## src/rtl/pc_sequencer_pkg.sv

```systemverilog
// -----------------------------------------------------------------------------
// pc_sequencer_pkg
// Shared encodings for the program-counter sequencer:
//   - branch condition codes (br_cond input)
//   - jump kind codes (jump input)
//   - default reset PC
//   - two-state sequencer FSM type (RUN / HELD)
// No ports; imported by pc_sequencer and br_cond_eval.
// -----------------------------------------------------------------------------
package pc_sequencer_pkg;

    localparam logic [2:0] BR_EQ  = 3'b000;
    localparam logic [2:0] BR_NE  = 3'b001;
    localparam logic [2:0] BR_LEZ = 3'b010;
    localparam logic [2:0] BR_GTZ = 3'b011;
    localparam logic [2:0] BR_LTZ = 3'b100;
    localparam logic [2:0] BR_GEZ = 3'b101;

    localparam logic [1:0] JMP_NONE = 2'b00;
    localparam logic [1:0] JMP_J    = 2'b01;
    localparam logic [1:0] JMP_JR   = 2'b10;

    localparam logic [31:0] RESET_PC_DEFAULT = 32'h0000_3000;

    // RUN: no redirect pending. HELD: a redirect resolved under stall is parked.
    typedef enum logic {
        ST_RUN  = 1'b0,
        ST_HELD = 1'b1
    } seq_state_t;

endpackage

```

## src/rtl/pc_sequencer_br_cond_eval.sv

```systemverilog
// -----------------------------------------------------------------------------
// br_cond_eval
// Purely combinational branch-condition evaluator.
// Ports:
//   i_cmp_a   [31:0] rs value (treated as signed for zero compares)
//   i_cmp_b   [31:0] rt value (used by EQ/NE only)
//   i_br_cond [2:0]  condition code, see pc_sequencer_pkg
//   o_cond           1 when the selected condition holds; codes 110/111 never hold
// -----------------------------------------------------------------------------
module br_cond_eval
    import pc_sequencer_pkg::*;
(
    input  logic [31:0] i_cmp_a,
    input  logic [31:0] i_cmp_b,
    input  logic [2:0]  i_br_cond,
    output logic        o_cond
);

    logic signed [31:0] w_a_s;

    assign w_a_s = $signed(i_cmp_a);

    always_comb begin
        o_cond = 1'b0;
        case (i_br_cond)
            BR_EQ:   o_cond = (i_cmp_a == i_cmp_b);
            BR_NE:   o_cond = (i_cmp_a != i_cmp_b);
            BR_LEZ:  o_cond = (w_a_s <= 32'sd0);
            BR_GTZ:  o_cond = (w_a_s >  32'sd0);
            BR_LTZ:  o_cond = (w_a_s <  32'sd0);
            BR_GEZ:  o_cond = (w_a_s >= 32'sd0);
            default: o_cond = 1'b0;
        endcase
    end

endmodule

```

## src/rtl/pc_sequencer.sv

```systemverilog
// -----------------------------------------------------------------------------
// pc_sequencer
// Program-counter register and next-PC selection for the MIPS core.
// Resolves conditional branches, j/jal and jr redirects, honours stalls and
// parks a redirect that resolves during a stall until the stall releases.
// Ports:
//   clk          rising-edge clock
//   reset        synchronous, active-high
//   stall        1 = hold PC this cycle
//   branch       current instruction is a conditional branch
//   br_cond[2:0] branch condition code
//   cmp_a[31:0]  rs value
//   cmp_b[31:0]  rt value
//   imm16[15:0]  branch offset in words
//   jump[1:0]    00 none, 01 j/jal, 10 jr, 11 treated as none
//   instr_index  j/jal target field (26 bits)
//   jr_target    jr register value (ADDR_W bits)
//   pc_out       current PC to instruction memory
//   pc_plus4     pc_out + 4 (wraps), jal link value
//   taken        combinational: current inputs resolve a redirect
//   redirect_cnt saturating count of PC loads from a redirect target
//   addr_err     sticky flag: a misaligned jr target was loaded into the PC
// -----------------------------------------------------------------------------
module pc_sequencer
    import pc_sequencer_pkg::*;
#(
    parameter int                ADDR_W   = 32,
    parameter logic [ADDR_W-1:0] RESET_PC = RESET_PC_DEFAULT[ADDR_W-1:0],
    parameter int                CNT_W    = 16
) (
    input  logic              clk,
    input  logic              reset,
    input  logic              stall,
    input  logic              branch,
    input  logic [2:0]        br_cond,
    input  logic [31:0]       cmp_a,
    input  logic [31:0]       cmp_b,
    input  logic [15:0]       imm16,
    input  logic [1:0]        jump,
    input  logic [25:0]       instr_index,
    input  logic [ADDR_W-1:0] jr_target,
    output logic [ADDR_W-1:0] pc_out,
    output logic [ADDR_W-1:0] pc_plus4,
    output logic              taken,
    output logic [CNT_W-1:0]  redirect_cnt,
    output logic              addr_err
);

    localparam logic [ADDR_W-1:0] PC_STEP = ADDR_W'(4);

    // Saturating increment: holds at all-ones instead of wrapping.
    function automatic logic [CNT_W-1:0] sat_inc(input logic [CNT_W-1:0] v);
        if (&v) begin
            return v;
        end
        return v + CNT_W'(1);
    endfunction

    seq_state_t        r_state;
    seq_state_t        w_state_nxt;
    logic [ADDR_W-1:0] r_pc;
    logic [ADDR_W-1:0] r_pend_tgt;
    logic              r_pend_misal;
    logic [CNT_W-1:0]  r_cnt;
    logic              r_err;

    logic [ADDR_W-1:0] w_pc_plus4;
    logic [ADDR_W-1:0] w_br_off;
    logic [ADDR_W-1:0] w_br_tgt;
    logic [ADDR_W-1:0] w_j_tgt;
    logic [ADDR_W-1:0] w_jr_tgt;
    logic [ADDR_W-1:0] w_target;
    logic [ADDR_W-1:0] w_pc_nxt;
    logic              w_cond;
    logic              w_is_j;
    logic              w_is_jr;
    logic              w_taken;
    logic              w_tgt_misal;
    logic              w_pend_ld;
    logic              w_cnt_inc;
    logic              w_err_set;

    br_cond_eval u_br_cond_eval (
        .i_cmp_a   (cmp_a),
        .i_cmp_b   (cmp_b),
        .i_br_cond (br_cond),
        .o_cond    (w_cond)
    );

    // Candidate targets, all computed every cycle; the priority mux picks one.
    assign w_pc_plus4 = r_pc + PC_STEP;
    assign w_br_off   = {{(ADDR_W-18){imm16[15]}}, imm16, 2'b00};
    assign w_br_tgt   = w_pc_plus4 + w_br_off;
    assign w_j_tgt    = {w_pc_plus4[ADDR_W-1:28], instr_index, 2'b00};
    assign w_jr_tgt   = {jr_target[ADDR_W-1:2], 2'b00};

    // jump code 11 falls through to "no jump".
    assign w_is_j  = (jump == JMP_J);
    assign w_is_jr = (jump == JMP_JR);
    assign w_taken = w_is_j | w_is_jr | (branch & w_cond);

    always_comb begin
        w_target = w_pc_plus4;
        if (w_is_j) begin
            w_target = w_j_tgt;
        end else if (w_is_jr) begin
            w_target = w_jr_tgt;
        end else if (branch & w_cond) begin
            w_target = w_br_tgt;
        end
    end

    // jr outranks branches, so a selected jr always supplies the target.
    assign w_tgt_misal = w_is_jr & (jr_target[1:0] != 2'b00);

    // Next-state / next-PC decision
    always_comb begin
        w_state_nxt = r_state;
        w_pc_nxt    = r_pc;
        w_pend_ld   = 1'b0;
        w_cnt_inc   = 1'b0;
        w_err_set   = 1'b0;
        case (r_state)
            ST_RUN: begin
                if (!stall) begin
                    w_pc_nxt  = w_taken ? w_target : w_pc_plus4;
                    w_cnt_inc = w_taken;
                    w_err_set = w_taken & w_tgt_misal;
                end else if (w_taken) begin
                    w_pend_ld   = 1'b1;
                    w_state_nxt = ST_HELD;
                end
            end
            ST_HELD: begin
                // Inputs present at release belong to the already-resolved
                // instruction, so only the parked target matters.
                if (!stall) begin
                    w_pc_nxt    = r_pend_tgt;
                    w_cnt_inc   = 1'b1;
                    w_err_set   = r_pend_misal;
                    w_state_nxt = ST_RUN;
                end
            end
            default: begin
                w_state_nxt = ST_RUN;
            end
        endcase
    end

    // Control state register
    always_ff @(posedge clk) begin
        if (reset) begin
            r_state <= ST_RUN;
            r_pc    <= RESET_PC;
            r_cnt   <= '0;
            r_err   <= 1'b0;
        end else begin
            r_state <= w_state_nxt;
            r_pc    <= w_pc_nxt;
            if (w_cnt_inc) begin
                r_cnt <= sat_inc(r_cnt);
            end
            if (w_err_set) begin
                r_err <= 1'b1;
            end
        end
    end

    // Parked target: only meaningful while HELD, so it needs no reset.
    always_ff @(posedge clk) begin
        if (w_pend_ld) begin
            r_pend_tgt   <= w_target;
            r_pend_misal <= w_tgt_misal;
        end
    end

    assign pc_out       = r_pc;
    assign pc_plus4     = w_pc_plus4;
    assign taken        = w_taken;
    assign redirect_cnt = r_cnt;
    assign addr_err     = r_err;

endmodule

```

## config.mk

```make
export PLATFORM = sky130hd
export DESIGN_NAME = pc_sequencer
export DESIGN_NICKNAME = d
export VERILOG_FILES = /design/src/rtl/pc_sequencer_pkg.sv /design/src/rtl/pc_sequencer_br_cond_eval.sv /design/src/rtl/pc_sequencer.sv
export SDC_FILE = /design/constraint.sdc
export NUM_CORES = 1
export LEC_CHECK = 0
export ABC_AREA = 0
export CELL_PAD_IN_SITES_DETAIL_PLACEMENT = 1
export CELL_PAD_IN_SITES_GLOBAL_PLACEMENT = 1
export CORE_MARGIN = 5
export CORE_UTILIZATION = 35
export DETAILED_ROUTE_END_ITERATION = 10
export PLACE_DENSITY_LB_ADDON = 0.1
export SYNTH_ARGS = -nofsm -noshare
export SYNTH_HDL_FRONTEND = slang
export SYNTH_SLANG_ARGS = --single-unit
```

## constraint.sdc

```tcl
create_clock -name clk -period 6.1 [get_ports clk]
set_input_delay 1.22 -clock clk [delete_from_list [all_inputs] [get_ports clk]]
set_output_delay 1.22 -clock clk [all_outputs]
set_load 0.03 [all_outputs]
```

## Word level (Yosys, flattened, before mapping)

Index checks and enable logic that the tools add are counted.

| cells by class | value |
|---|---|
| $add $sub $neg | 3 |
| order comparisons | 4 |
| equality and inequality tests | 12 |
| multiplexer cells | 23 |
| bitwise gates (word level) | 6 |
| reductions and logical operators | 5 |

Operators by type and width:

| kind | count |
|---|---|
| $mux W32 | 6 |
| $pmux W32 S2 | 1 |
| $add A32 B3 Y32 const B | 1 |
| $add A32 B32 Y32 | 1 |
| $eq A32 B32 Y1 | 1 |
| $ge A32 B1 Y1 const B | 1 |
| $gt A32 B1 Y1 const B | 1 |
| $le A32 B1 Y1 const B | 1 |
| $lt A32 B1 Y1 const B | 1 |
| $ne A32 B32 Y1 | 1 |
| $add A16 B1 Y16 const B | 1 |
| $mux W16 | 1 |
| $reduce_and A16 Y1 | 1 |
| $mux W1 | 11 |
| $eq A3 B2 Y1 const B | 2 |
| $eq A3 B3 Y1 const B | 2 |
| $ne A2 B2 Y1 const B | 3 |
| $pmux W1 S2 | 3 |
| $pmux W1 S6 | 1 |
| $reduce_and A2 Y1 | 2 |
| $and A1 B1 Y1 | 3 |
| $eq A3 B1 Y1 const B | 1 |
| $logic_not A3 Y1 | 1 |
| $eq A2 B1 Y1 const B | 1 |
| 4 further kinds | 5 |

| storage, ports and cells | value |
|---|---|
| register bits after elaboration | 83 |
| output and inout port bits | 82 |

## Depth between registers and ports, before layout

| logic depth | value |
|---|---|
| word-level depth | 10 |
| gate-level depth with buffers | 17 |
| gate-level depth less buffers | 17 |

## Cells and area by module

Synthesis repeated with hierarchy kept, for this count alone.

| unflattened totals | value |
|---|---|
| cell total of the unflattened synthesis | 890 |
| area total of the unflattened synthesis | 7204.4 um^2 |

Modules (own cells, without submodules):

| module | times used | cells an instance | area each (um^2) |
|---|---|---|---|
| pc_sequencer | 1 | 823 | 6673.9 |
| br_cond_eval | 1 | 67 | 530.5 |

## Least setup slack after synthesis

No wires, ideal clock.

| timing path | value |
|---|---|
| path kind | input -> register |
| start | input port cmp_a[18] |
| end | register r_pend_misal, enable pin |
| library setup time | 0.464 ns |
| arrival | 4.964 ns |
| data required time | 5.636 ns |
| path slack | 0.672 ns |
| stages | 9 |
| cells stage by stage | xnor2_1 > nand4_1 > nor4_1 > a21boi_1 > o211ai_4 > a21boi_2 > clkbuf_8 > clkbuf_1 > nor3_1 |

| between the ends | value |
|---|---|
| longest elaborated chain between the ends | 7 |

RTL lines:

| element | RTL line | text |
|---|---|---|
| start: declaration | pc_sequencer.sv:36 | `input logic [31:0] cmp_a,` |
| $ge A32 B1 Y1, or another cell as far along | pc_sequencer_br_cond_eval.sv:31 | `BR_GEZ: o_cond = (w_a_s >= 32'sd0);` |
| $pmux W1 S6 * | pc_sequencer_br_cond_eval.sv:25 | `case (i_br_cond)` |
| $and A1 B1 Y1 * | pc_sequencer.sv:100 | `assign w_taken = w_is_j \| w_is_jr \| (branch & w_cond);` |
| $or A1 B1 Y1 * | pc_sequencer.sv:100 |  |
| $mux W1 * | pc_sequencer.sv:129 | `end else if (w_taken) begin` |
| $mux W1 * | pc_sequencer.sv:125 | `if (!stall) begin` |
| $mux W1 * | pc_sequencer.sv:123 | `case (r_state)` |
| net w_pend_ld | pc_sequencer.sv:79 | `logic w_pend_ld;` |
| end signal: assignment | pc_sequencer.sv:173 | `r_pend_misal <= w_tgt_misal;` |
| end: declaration | pc_sequencer.sv:63 | `logic r_pend_misal;` |

The timed path passes the listed nets; every way through them passes the cells marked *.
A chain may end at the register's enable or synchronous reset.

## Final worst setup path

| timing path | value |
|---|---|
| start | input port cmp_a[9] |
| end | output port taken |

| between the ends | value |
|---|---|
| longest elaborated chain between the ends | 4 |

RTL lines:

| element | RTL line | text |
|---|---|---|
| $ge A32 B1 Y1, or another cell as far along | pc_sequencer_br_cond_eval.sv:31 |  |
| $pmux W1 S6 * | pc_sequencer_br_cond_eval.sv:25 |  |
| $and A1 B1 Y1 * | pc_sequencer.sv:100 |  |
| $or A1 B1 Y1 * | pc_sequencer.sv:100 |  |
| end: declaration | pc_sequencer.sv:44 | `output logic taken,` |

Every way passes the cells marked *; elsewhere a longest branch is shown, timed or not.

==> results.toml <==
[grt]
grt_pass1_wl_um = 48100
grt_max_degree = 35
gr-usage-all-layers = 0.252
grt_overflow = 0
antenna_found_initial = 0
grt_pass1_vias = 8473

[sta]
hold-worst-slack_ns = 0.469
relSlewSlack = 0.257
skew_ns = 0.0114
rsz0062_at_grt = "false"
hold_viol_final = 0
final.period_utilization = 0.858
setup_viol = 0
min_period_ns = 5.23
fmax_ghz = 0.191
slew_viol_final = 0
tightest_slew_ns = 1.11
tns_ns = 0

[clocking]
cts_hold_buf = 0
ctsResizeCount = 0
clock_path_buffers = 2
clkLatencyLatePin_ns = 0.35
path_clk_slew_ns = 0.07
cts_buffers = 9
cts.sinks = 83
htree_levels = 3
cts_root_buf = "clkbuf_16"
cts_tree = "done"
postCtsSetupBuffers = 0

[placement]
place.gp.congestion = 0.932
dp.cells = 1355
portBuffers = 228
placed_cell_area_um2 = 9860
dp_hpwl_um = 23700

[power_and_ir_drop]
total_leakage_power_nw = 3.70
swShare = 0.382
p_clk_frac = 0.270
cellPowerDensity_nw_per_um2 = 206
combinationalPowerShare = 0.407
p_sw_mw = 0.799
intPower_mw = 1.29
p_seq_frac = 0.323
ir_drop_mv = 0.108

[finish]
final_cell_mix = "clkdlybuf4s50_1, nand2_1, xnor2_1"
num_antenna_cells = 0
nFillCells = 2406
layout_commonest_cell = "clkdlybuf4s50_1"
fin_area_um2 = 10100
nets = 1283
area_growth_pct = 39.0
drive_above_1_share = 0.0599
fin_cells = 1371

[synth]
synth_cell_type_count = 88
synth-xor-area-share = 0.105
synth-simple-area-share = 0.204
syn_inst = 884
yosysTopAreaCell = "dfxtp_1"
synthMuxAreaShare = 0.0173
ys.flop_type = "dfxtp_1"
synth_top_family_by_area = "compound AO/OA/AOI/OAI gates"
async_flop_share = 0
synth-seq-cells = 83
synth_fa_ha_area_frac = 0.0696
yosysSeqAreaShare = 0.273
synth_edf_count = 33
synth-compound-area-share = 0.285
syn-num-nets = 1071
netlist.area_leader.share = 0.137
synth.area.top_cells = "dfxtp_1, edfxtp_1, xnor2_1, ha_1, nand2_1"
avgSynthCellArea_um2 = 8.26
yosysWarnings = 0
syn_area_um2 = 7300

[setup_path]
cp.required_ns = 4.88
cp_slowest_cell = "clkdlybuf4s50_1"
worstPathMaxFanout = 8
worstPathArrival_ns = 4.01
start_kind = "input pin"
cp-end-kind = "output pin"
path_cells = "clkdlybuf4s50_1 > xnor2_1 > nand4_1 > nor4_1 > a21boi_1 > o211ai_4 > a21boi_2 > inv_2 > clkdlybuf4s50_1"
critPathKind = "input pin to output pin"
crit_path_max_incr_delay_ns = 0.67
crit_top_cell = "clkdlybuf4s50_1"

[routing]
drt-total-wl_um = 31100
vias_per_cell = 5.85
route.detailed.drc = 0
firstDrtPassIters = 5
drtIter0Drc = 445
ant_nets = 0
vias = 8025
wl_per_cell_um = 22.7

[run_status]
status = "finished, final reports clean"

[die]
core_um2 = 20400
start_util = 0.359
die_area_um2 = 23900
die_y_um = 154
fp.dieW_um = 154
fp-row-count = 52
io_pins = 229

[job]
cap_violations = 0

[worst_hold_path]
hold_class = "flop to flop"
[cell families after synthesis]
group | after synthesis
buf+inv | 76
xor+xnor | 87
simple gates | 296
compound gates | 290
flops | 83
mux | 12
fa+ha+maj | 40
[cells in the mapped netlist, types with 15 or more instances]
cell type and number:
nand3_1 30, xor2_1 18, nor2_1 66, a21o_1 15, ha_1 39, a21oi_1 54
o211ai_1 25, clkbuf_1 31, and3_1 18, nand2_1 74, o21a_1 16, edfxtp_1 33
nand4_1 20, o21ai_0 42, inv_1 28, xnor2_1 68, nor3_1 17, dfxtp_1 50
o31ai_1 17
[sequential cells by signal, summed over array words and instances, names as in the netlist]
name / count
r_pend_tgt: 32
r_state: 1
pc_out: 32
addr_err: 1
r_pend_misal: 1
redirect_cnt: 16
[worst paths after layout]
path | startpoint | end | slack, ns | cells past startpoint
worst min-delay path | r_pend_tgt[9] | pc_out[9] | 0.47 | 2
worst max register to register | pc_out[2] | pc_out[31] | 1.06 | 15
worst max-delay path | cmp_a[9] | taken | 0.87 | 9
worst min register to register | r_pend_tgt[9] | pc_out[9] | 0.47 | 2
[cell type report]
cell class | instances | area, um^2 | area share
flip-flops and latches | 83 | 1990 | 0.196
clock buffers | 9 | 225 | 0.0222
clock inverters | 7 | 65.1 | 0.00641
multi-input cells | 725 | 4990 | 0.492
repair buffers | 246 | 2420 | 0.238
well taps | 270 | 338 | 0.0333
inverters | 31 | 116 | 0.0115
[per-layer routing]
metal | routed length [um] | track usage | share of wire
met1 | 13500 | 0.323 | 0.44
met2 | 14700 | 0.433 | 0.47
met3 | 2020 | 0.0486 | 0.065
met4 | 833 | 0.0728 | 0.027
met5 | 0 | 0 | 0
[power groups by stage]
| stage | sequential [mW] | combinational, mW | clock, mW |
|---|---|---|---|
| 3_5_place_dp | 0.687 | 0.840 | 0 |
| 2_1_floorplan | 0.714 | 0.470 | 0 |
| 6_report | 0.674 | 0.849 | 0.565 |
| 5_1_grt | 0.681 | 0.914 | 0.593 |
| 4_1_cts | 0.674 | 0.847 | 0.573 |
| 3_3_place_gp | 0.685 | 0.832 | 0 |
[critical path: cells and delay by family]
family	cells	cell delay (ns)
AO/OA/AOI/OAI	3	0.77
buffers and inverters	3	1.29
AND/OR/NAND/NOR	2	0.59
XOR/XNOR	1	0.14
[stage by stage]
step            util  total power, mW  setup slack [ns]
3_3_place_gp   0.484             1.52             0.931
3_5_place_dp   0.484             1.53             0.900
6_report       0.498             2.09             0.868
5_1_grt        0.498             2.19             0.696
4_1_cts        0.498             2.09             0.876
2_1_floorplan      -             1.18             0.672
(Power assumes the default switching activity.)
